--- src/rtl/ycr_imem_wb_bridge.sv ---
// Converts imem fetch requests into Wishbone classic read cycles, one beat per burst word.
// Optional watchdog on stalled beats: define YCR_IMEM_WB_TIMEOUT_EN.
module ycr_imem_wb_bridge #(
  parameter int AWIDTH         = 32,
  parameter int DWIDTH         = 32,
  parameter int BSIZE          = 3,
  parameter int TIMEOUT_CYCLES = 255
) (
  input  logic                  clk,
  input  logic                  rst_n,
  output logic                  imem_req_ack,
  input  logic                  imem_req,
  input  logic                  imem_cmd,
  input  logic [AWIDTH-1:0]     imem_addr,
  input  logic [BSIZE-1:0]      imem_bl,
  output logic [DWIDTH-1:0]     imem_rdata,
  output logic [1:0]            imem_resp,
  output logic                  wbm_cyc_o,
  output logic                  wbm_stb_o,
  output logic                  wbm_we_o,
  output logic [AWIDTH-1:0]     wbm_adr_o,
  output logic [DWIDTH/8-1:0]   wbm_sel_o,
  input  logic [DWIDTH-1:0]     wbm_dat_i,
  input  logic                  wbm_ack_i,
  input  logic                  wbm_err_i
);

  typedef enum logic [2:0] {
    S_IDLE    = 3'd0,
    S_BUS     = 3'd1,
    S_RESP_OK = 3'd2,
    S_RESP_ER = 3'd3,
    S_ERR     = 3'd4
  } state_t;

  localparam logic [AWIDTH-1:0] STRIDE = AWIDTH'(DWIDTH / 8);

  state_t              r_state;
  state_t              w_next;
  logic [AWIDTH-1:0]   r_addr;
  logic [BSIZE-1:0]    r_remain;
  logic [DWIDTH-1:0]   r_rdata;
  logic                w_accept;
  logic                w_timeout;

  assign w_accept = imem_req && (r_state == S_IDLE);

`ifdef YCR_IMEM_WB_TIMEOUT_EN
  localparam int TW = $clog2(TIMEOUT_CYCLES + 1);
  logic [TW-1:0] r_tmo;

  // Counts stalled BUS cycles; leaving BUS clears it so each beat starts fresh.
  always_ff @(posedge clk or negedge rst_n) begin
    if (!rst_n) begin
      r_tmo <= '0;
    end else if (r_state != S_BUS) begin
      r_tmo <= '0;
    end else if (!wbm_ack_i && !wbm_err_i) begin
      r_tmo <= r_tmo + TW'(1);
    end
  end

  assign w_timeout = (r_tmo == TW'(TIMEOUT_CYCLES - 1));
`else
  // Watchdog compiled out: a stalled beat waits forever.
  assign w_timeout = 1'b0 & (TIMEOUT_CYCLES != 0);
`endif

  always_ff @(posedge clk or negedge rst_n) begin
    if (!rst_n) r_state <= S_IDLE;
    else        r_state <= w_next;
  end

  always_comb begin
    w_next = r_state;
    case (r_state)
      S_IDLE:    if (w_accept) w_next = imem_cmd ? S_ERR : S_BUS;
      S_BUS: begin
        if (wbm_err_i)      w_next = S_RESP_ER;
        else if (wbm_ack_i) w_next = S_RESP_OK;
        else if (w_timeout) w_next = S_RESP_ER;
      end
      S_RESP_OK: w_next = (r_remain == BSIZE'(1)) ? S_IDLE : S_BUS;
      S_RESP_ER: w_next = S_IDLE;
      S_ERR:     w_next = S_RESP_ER;
      default:   w_next = S_IDLE;
    endcase
  end

  always_comb begin
    imem_req_ack = 1'b0;
    wbm_cyc_o    = 1'b0;
    wbm_stb_o    = 1'b0;
    wbm_sel_o    = '0;
    imem_resp    = 2'd0;
    case (r_state)
      S_IDLE:    imem_req_ack = 1'b1;
      S_BUS: begin
        wbm_cyc_o = 1'b1;
        wbm_stb_o = 1'b1;
        wbm_sel_o = '1;
      end
      S_RESP_OK: imem_resp = 2'd1;
      S_RESP_ER: imem_resp = 2'd2;
      default:   imem_resp = 2'd0;
    endcase
  end

  assign wbm_we_o   = 1'b0;
  assign wbm_adr_o  = r_addr;
  assign imem_rdata = r_rdata;

  always_ff @(posedge clk or negedge rst_n) begin
    if (!rst_n) begin
      r_addr   <= '0;
      r_remain <= '0;
    end else if (w_accept) begin
      r_addr   <= imem_addr;
      r_remain <= (imem_bl == '0) ? BSIZE'(1) : imem_bl;
    end else if (r_state == S_RESP_OK) begin
      r_addr   <= r_addr + STRIDE;
      r_remain <= r_remain - BSIZE'(1);
    end
  end

  // Error responses always carry zero data, whatever the bus returned.
  always_ff @(posedge clk or negedge rst_n) begin
    if (!rst_n) begin
      r_rdata <= '0;
    end else if ((w_next == S_RESP_ER) && (r_state != S_RESP_ER)) begin
      r_rdata <= '0;
    end else if ((r_state == S_BUS) && wbm_ack_i) begin
      r_rdata <= wbm_dat_i;
    end
  end

endmodule

--- config.mk ---
export PLATFORM = sky130hd
export DESIGN_NAME = ycr_imem_wb_bridge
export DESIGN_NICKNAME = d
export VERILOG_FILES = /design/src/rtl/ycr_imem_wb_bridge.sv
export SDC_FILE = /design/constraint.sdc
export NUM_CORES = 1
export LEC_CHECK = 0
export CAP_MARGIN = 5
export CORE_ASPECT_RATIO = 0.6
export CORE_MARGIN = 2
export CORE_UTILIZATION = 43
export DETAILED_ROUTE_END_ITERATION = 10
export PLACE_DENSITY = 0.81
export SLEW_MARGIN = 20
export SYNTH_ARGS = -nofsm -noshare
export SYNTH_HDL_FRONTEND = slang
export SYNTH_SLANG_ARGS = --single-unit
--- constraint.sdc ---
create_clock -name clk -period 2.25 [get_ports clk]
set_input_delay 0.225 -clock clk [delete_from_list [all_inputs] [get_ports clk]]
set_output_delay 0.225 -clock clk [all_outputs]
set_load 0.02 [all_outputs]
# After elaboration in Yosys (flattened, before gate mapping)
# Cells that the tools add are included.
# word_totals
register_bits	70
latchBits	0
ram_bits	0
mem_bits_ro	0
in_bits	73
output_inout_bits	74
n_memories	0
# op_classes
n_addsub	2
n_mul	0
n_div	0
n_lt_le_gt_ge	0
n_eq_ne	7
shifts	0
mux	17
bitwise	0
n_reduce_logical	7
# ops
op	count
32-bit 2-to-1 mux	4
32-bit by 3-bit adder with 32-bit output, second input constant	1
3-bit 2-to-1 mux	7
3-bit one-hot mux with 4 select lines	1
3-bit by 2-bit == test with 1-bit output, second input constant	3
3-bit by 1-bit == test with 1-bit output, second input constant	2
3-bit logical NOT	2
4-bit 2-to-1 mux	1
2-bit one-hot mux with 2 select lines	1
2-bit nonzero test	2
3-bit == test, second input constant	1
1-bit logical AND	3
1-bit 2-to-1 mux	3
3-bit by 2-bit inequality test with 1-bit output, second input constant	1
3-bit by 1-bit subtractor with 3-bit output, second input constant	1

# Longest topological paths before layout
# Gate-level depths: netlist (run 1).
# depth
ltp_word	7
mapped_depth	8
depth_no_buf	6

# Worst setup path after synthesis (run 1)
# Ideal clock, no wire load.
# synth_path
path_kind	register to register
startpoint	register r_state[1]
endpoint	register r_rdata[0] (netlist: imem_rdata[0])
setup_ns	0.124
arrival_ns	1.944
required_time_ns	2.126
setup_slack_ns	0.182
stages_incl_launch_ff	7
path_buffers	1
period_less_slack_ns	2.068
path_cell_list	dfrtp_1 > nor3_1 > nand2_1 > a2bb2oi_1 > a21boi_1 > buf_2 > a21oi_1
# synth_between
elab_chain_cells	7
elab_cells_between_ends	15
cone_classes	eq/ne: 5; mux: 5; reduce/logical: 5
# synth_rtl
item	line_no	rtl
start, declared	38	state_t r_state;
start signal, assigned	71	else r_state <= w_next;
3-bit logical NOT	46, 76	
1-bit logical AND	46	assign w_accept = imem_req && (r_state == S_IDLE);
3-bit 2-to-1 mux	77	S_IDLE: if (w_accept) w_next = imem_cmd ? S_ERR : S_BUS;
3-bit one-hot mux with 4 select lines	76	case (r_state)
3-bit by 2-bit == test with 1-bit output	130	end else if ((w_next == S_RESP_ER) && (r_state != S_RESP_ER)) begin
1-bit logical AND	130	
32-bit 2-to-1 mux or 2-bit nonzero test (tied branches)	n/a	
end signal, assigned	133	r_rdata <= wbm_dat_i;
end, declared	42	logic [DWIDTH-1:0] r_rdata;
# Several ways; a longest one is shown, not always the timed one.
# A chain may end at the register's enable or synchronous reset.

# Worst setup path after layout (run 1)
# layout_path
startpoint	register r_state[0]
endpoint	output wbm_sel_o[1]
# layout_between
elab_chain_cells	2
# layout_rtl
item	line_no	rtl
3-bit by 1-bit == test with 1-bit output	96	case (r_state)
4-bit 2-to-1 mux	96	
end, declared	22	output logic [DWIDTH/8-1:0] wbm_sel_o,
# Every way passes these cells.

==> out/qor.csv, run 1 <==
metric,value,unit
outcome,completed,
fmax,472,MHz
grt_usage,22.9,%
max_slew_margin,66.5,%
crit_path_max_incr_delay,0.63,ns
cp_max_fo,8,
portBuffers,145,
syn_nets,467,
drt_pre_antenna_iters,5,
layout-drive-gt1-share,7.05,%
clk_latency,0.33,ns
clock-root-buffer,clkbuf_16,
drt-wirelength-per-cell,15.4,um
cp-start-kind,flop,
drt_iter0_markers,197,
synth_area,3460,um^2
ys.flop_type,dfrtp_1,
die_h,73.5,um
crit_type,flop to output pin,
antenna_found_initial,0,
numCtsBuffers,9,
cts_tree,done,
finalNonFillerCells,647,
ys_ff_latch,70,
dp_cells,630,
fillers,651,
crit_required,2.03,ns
ys_seq_area_share,50.7,%
syn_area_per_cell,8.84,um^2
worst_path_max_delay_cell,clkdlybuf4s50_1,
die_area,8800,um^2
synth_top_area_cell,dfrtp_1,
final_util,68.1,%
power,0.00743,W
setup_violations,0,
clk_pin_slew,0.05,ns
postRouteAntennaNets,0,
yosys_warnings,0,
wirelength,9.94,mm
final_hold_viol_count,0,
crit_path_end_kind,output pin,
die_w,120,um
crit_chain,nor2b_1 > and2b_2 > clkdlybuf4s50_1,
finalSetupTns,0,ns
ir_drop,0.797,mV
ys_top_cells_by_count,"nand2_1, dfrtp_1, a21oi_1",
drc,0,
cts.path.max_buffers,2,
grt_pass1_wl,15.6,mm
ys_types,45,
period_minus_slack,2.12,ns
p_leak,2.23,nW
start_util,44.0,%
fin_crit_sh,94.1,%
gp_congestion,0.797,
grt_setup_unrepaired,no,
core.rowCount,25,
slew_viol_final,0,
arrival,1.89,ns
synth_area_leaders,"dfrtp_1, nand2_1, a21oi_1",
ios,147,
hold_path.class,input port to flop,
max_cap_violations,0,
dp_hpwl,7.31,mm
cts_sinks,70,
fin_skew,0.00495,ns
synth_top_cell_area_share,50.7,%
diodes,0,
grt_pass1_vias,3100,
worst_hold_slack,0.438,ns
yosysMostFrequentCell,nand2_1,
viasPerCell,5.22,
max_slew.worst_pin.slew,0.503,ns
core_area,7850,um^2
grt_max_degree,39,
synthCells,391,
grt_overflow_total,0,
nNetsFinal,610,
power_density,1390,nW/um^2
cp_top_family,buffers and inverters,
synth_edf_count,0,
htreeDepth,3,
area_growth,54.7,%
synthArstFlopShare,100,%
dr_total_vias,3379,
crit_buf_inv,1,
==> logic make-up after synthesis <==
group | count (synthesis) | synth area share, %
AO/OA/AOI/OAI | 81 | 13.3
other | 1 | 0.108
multiplexers | 1 | 0.289
flip-flops | 70 | 50.7
buffers and inverters | 34 | 4.74
AND/OR/NAND/NOR | 182 | 25.0
XOR/XNOR | 19 | 4.81
adder cells (fa/ha/maj) | 3 | 1.09
==> final timing paths <==
path / from / to / slack [ns] / depth (start not counted)
max: r_state[0]$_DFF_PN0_ / wbm_sel_o[1] / 0.13 / 3
min: wbm_dat_i[21] / imem_rdata[21]$_DFFE_PN0P_ / 0.44 / 3
max reg2reg: r_state[0]$_DFF_PN0_ / wbm_adr_o[17]$_DFFE_PN0P_ / 0.19 / 5
min reg2reg: wbm_adr_o[1]$_DFFE_PN0P_ / wbm_adr_o[1]$_DFFE_PN0P_ / 0.48 / 2
max in group asynchronous: rst_n / r_state[2]$_DFF_PN0_ / 1.39 / 3
min in group asynchronous: rst_n / wbm_adr_o[1]$_DFFE_PN0P_ / 0.48 / 3
==> worst register-to-register path: cells and delay by family, from the launching register on <==
| kind | cells | cell delay, ns |
|---|---|---|
| xor gates and xnor gates | 1 | 0.15 |
| AOI/OAI and AO/OA | 1 | 0.09 |
| and+or+nand+nor | 3 | 1.28 |
| DFF | 1 | 0.41 |
==> layout by cell type, fill, tap and decap left out, types with 3 or more instances in the layout <==
cell type	n
clkbuf_16	9
clkdlybuf4s50_1	143
nand3_1	8
xor2_1	11
nand2_1	105
nor3_1	9
and3_1	7
o21ai_0	24
a221o_1	5
xnor2_1	8
ha_1	3
dfrtp_1	70
nor2_1	16
and2_1	5
a31oi_1	5
buf_4	12
inv_1	6
nand4_1	13
a21oi_1	38
==> registers in the layout, summed over array words and instances, names as in the netlist <==
name / count
imem_rdata: 32
r_state: 3
wbm_adr_o: 32
r_remain: 3
==> what timing repair did <==
action	CTS	global route
gates resized for setup	1	2
hold buffers	1	0
gates cloned	0	0
endpoints found under the hold margin	70	0
endpoints found under the setup margin	1	7
setup buffers	0	0
==> stage by stage <==
stage | setup WS, ns | instance area (um^2)
final | 0.133 | 5350
after global routing | 0.00435 | 5350
after CTS | 0.0549 | 5340
after detailed placement | 0.243 | 5030
after global placement | 0.272 | 5030
after floorplan | 0.182 | 3460
==> power by group <==
group          switching, W  internal (W)  total [W]
clock              0.000505      0.000917    0.00142
sequential         0.000521       0.00181    0.00233
combinational       0.00195       0.00173    0.00368
==> metal layers <==
layer / share of wire [%] / global-route usage, % / vias to the layer above / routed length [um]
li1: - / - / 1620 / -
met1: 46 / 32.3 / 1624 / 4610
met2: 45 / 35.0 / 121 / 4500
met3: 6.8 / 6.21 / 14 / 678
met4: 1.5 / 6.93 / 0 / 152
met5: 0 / 0 / - / 0
==> cell type report <==
type / instances / area, um^2 / area share, %
Sequential cell: 70 / 1750 / 32.7
Timing Repair Buffer: 160 / 1590 / 29.6
Multi-Input combinational cell: 287 / 1550 / 29.0
Clock buffer: 13 / 260 / 4.86
Tap cell: 108 / 135 / 2.53
Clock inverter: 3 / 42.5 / 0.795
Inverter: 6 / 22.5 / 0.421
Note: power is estimated with default switching activity, not from simulation.
==> run 2: changes to the inputs <==
SETUP_SLACK_MARGIN = 0.1   (was default)
==> run 2 against run 1 <==
  * Count of clock-buffer cells in the layout unchanged
  * Critical path depth unchanged
  * Register-to-register slack improved by 0.06 ns
  * Non-clock buffer count did not move
  * Worst setup slack gained 0.046 ns
  * Sequential power is essentially flat
  * Die area unchanged
  * Critical endpoint is now wbm_sel_o[3]
  * Largest power group unchanged
==> out/qor.csv, run 2 (synthesized netlist as in run 1, its figures left out) <==
metric,value,unit,change
outcome,completed,,
wl_met1,4.63,mm,+0.33%
grt_max_degree,39,,unchanged
clock-root-buffer,clkbuf_16,,
cp-start-kind,flop,,
holdPathEnd,imem_rdata[21]$_DFFE_PN0P_,,
hold_path.class,input port to flop,,
postRouteAntennaNets,0,,unchanged
drt_iter0_markers,204,,+3.6%
timing.rr.start,r_state[0]$_DFF_PN0_,,
power_density,1390,nW/um^2,-0.14%
period_minus_slack,2.07,ns,-0.0460 ns
fillers,648,,-0.46%
worst_path_max_delay_cell,clkdlybuf4s50_1,,
seqCellArea,1750,um^2,unchanged
crit_required,2.03,ns,about the same
r2r-end,wbm_adr_o[17]$_DFFE_PN0P_,,
fin_crit_sh,92.0,%,-2.0 points
core_area,7850,um^2,unchanged
die_area,8800,um^2,unchanged
grt_pass1_wl,15.6,mm,+0.40%
clk_latency,0.33,ns,about the same
crit_path_max_incr_delay,0.63,ns,about the same
core.rowCount,25,,unchanged
drt-wirelength-per-cell,15.3,um,-0.22%
p_leak,2.24,nW,+0.76%
portBuffers,145,,unchanged
crit_type,flop to output pin,,
antenna_found_initial,0,,unchanged
cts_sinks,70,,unchanged
multi_input_area,1560,um^2,+0.32%
cts_tree,done,,
crit_chain,nor2b_2 > and2b_2 > clkdlybuf4s50_1,,
finalNonFillerCells,647,,unchanged
wirelength,9.92,mm,-0.22%
gp_congestion,0.797,,unchanged
whs_path_depth,3,,unchanged
dp_hpwl,7.31,mm,unchanged
grt_usage,23.0,%,+0.086 points
slew_viol_final,0,,unchanged
area_growth,54.9,%,
dp_cells,630,,unchanged
htreeDepth,3,,unchanged
final_common_cell,clkdlybuf4s50_1,,
top_layer_used,met4,,
fin_skew,0.00445,ns,-0.000496 ns
cts_setup_buffers,0,,unchanged
layout_common_cells,"clkdlybuf4s50_1, nand2_1, dfrtp_1, a21oi_1, o21ai_0",,
ios,147,,unchanged
layout-drive-gt1-share,7.61,%,+0.56 points
die_w,120,um,unchanged
ir_drop,0.796,mV,-0.12%
numCtsBuffers,9,,unchanged
grt_setup_unrepaired,no,,
wl_met3,639,um,-5.8%
nNetsFinal,610,,unchanged
met2_wirelength,4.51,mm,+0.22%
crit_path_end_kind,output pin,,
grt_pass1_vias,3104,,+0.13%
rrSetupSlack,0.25,ns,+0.06 ns
drt_pre_antenna_iters,4,,-1
reg2reg_depth,5,,unchanged
setup_violations,0,,unchanged
arrival,1.85,ns,-0.04 ns
viasPerCell,5.15,,-1.4%
final_hold_viol_count,0,,unchanged
grt_overflow_total,0,,unchanged
diodes,0,,unchanged
finalSetupTns,0,ns,unchanged
clk_pin_slew,0.05,ns,about the same
drc,0,,unchanged
cts.path.max_buffers,2,,unchanged
dr_total_vias,3331,,-1.4%
cp_max_fo,8,,unchanged
start_util,44.0,%,unchanged
min-delay-start,wbm_dat_i[21],,
max_cap_violations,0,,unchanged
fmax,483,MHz,+2.2%
die_h,73.5,um,unchanged
run 2: changes by cell type in the layout (fill, tap and decap cells not counted), sizes merged:
cell | before | now
clkdlybuf4s50 | 143 | 141
dlygate4sd2 | 1 | 2
dlymetal6s2s | 0 | 1
run 2: worst max-delay path, delay by kind of cell, from the launching register on:
kind	cells	cell delay, ns
buffers and inverters	1	0.63
AND/OR/NAND/NOR	2	0.47
flip-flops	1	0.42
run 2: per-layer routing:
layer  vias to the layer above  track usage, %
met4                         0            6.93
met5                         -               0
met1                      1582            32.4
li1                       1619               -
met3                        12            6.21
met2                       118            35.2
run 2: timing repair:
item | 4_1_cts | 5_1_grt
hold buffers | 1 | 0
hold endpoints to repair | 70 | 0
gates resized for setup | 4 | 4
pin swaps | 0 | 0
setup endpoints to repair | 8 | 48
cloned | 0 | 0
run 2: area by class of cell:
cell class,count,area share [%]
clock buffers,13,4.86
clock inverters,3,0.794
inverters,6,0.420
multi-input cells,287,29.1
flip-flops and latches,70,32.7
well taps,108,2.52
repair buffers,160,29.6
run 2: where the power goes:
part | switching [W] | internal, W
sequential | 0.000523 | 0.00181
combinational | 0.00195 | 0.00173
clock | 0.000504 | 0.000917
run 2: how the worst max path moves through the flow:
stage	from	to	slack [ns]	depth (start not counted)
after floorplan	r_state[1]$_DFF_PN0_	imem_rdata[0]$_DFFE_PN0P_	0.18	6
after global routing	r_state[0]$_DFF_PN0_	wbm_sel_o[3]	0.1	3
after global placement	r_state[0]$_DFF_PN0_	wbm_adr_o[29]$_DFFE_PN0P_	0.27	5
final	r_state[0]$_DFF_PN0_	wbm_sel_o[3]	0.18	3
after CTS	r_state[0]$_DFF_PN0_	wbm_sel_o[3]	0.12	3
after detailed placement	r_state[0]$_DFF_PN0_	wbm_adr_o[28]$_DFFE_PN0P_	0.24	6
run 2: stage by stage:
stage | power (W) | worst slack [ns] | hold slack [ns] | cell area, um^2 | utilization, %
2_1_floorplan | 0.00431 | 0.182 | -0.0706 | 3460 | -
3_3_place_gp | 0.00590 | 0.272 | 0.291 | 5030 | 64.1
3_5_place_dp | 0.00602 | 0.243 | 0.296 | 5030 | 64.1
4_1_cts | 0.00747 | 0.122 | 0.428 | 5350 | 68.1
5_1_grt | 0.00791 | 0.0963 | 0.431 | 5360 | 68.2
6_report | 0.00743 | 0.179 | 0.438 | 5360 | 68.2
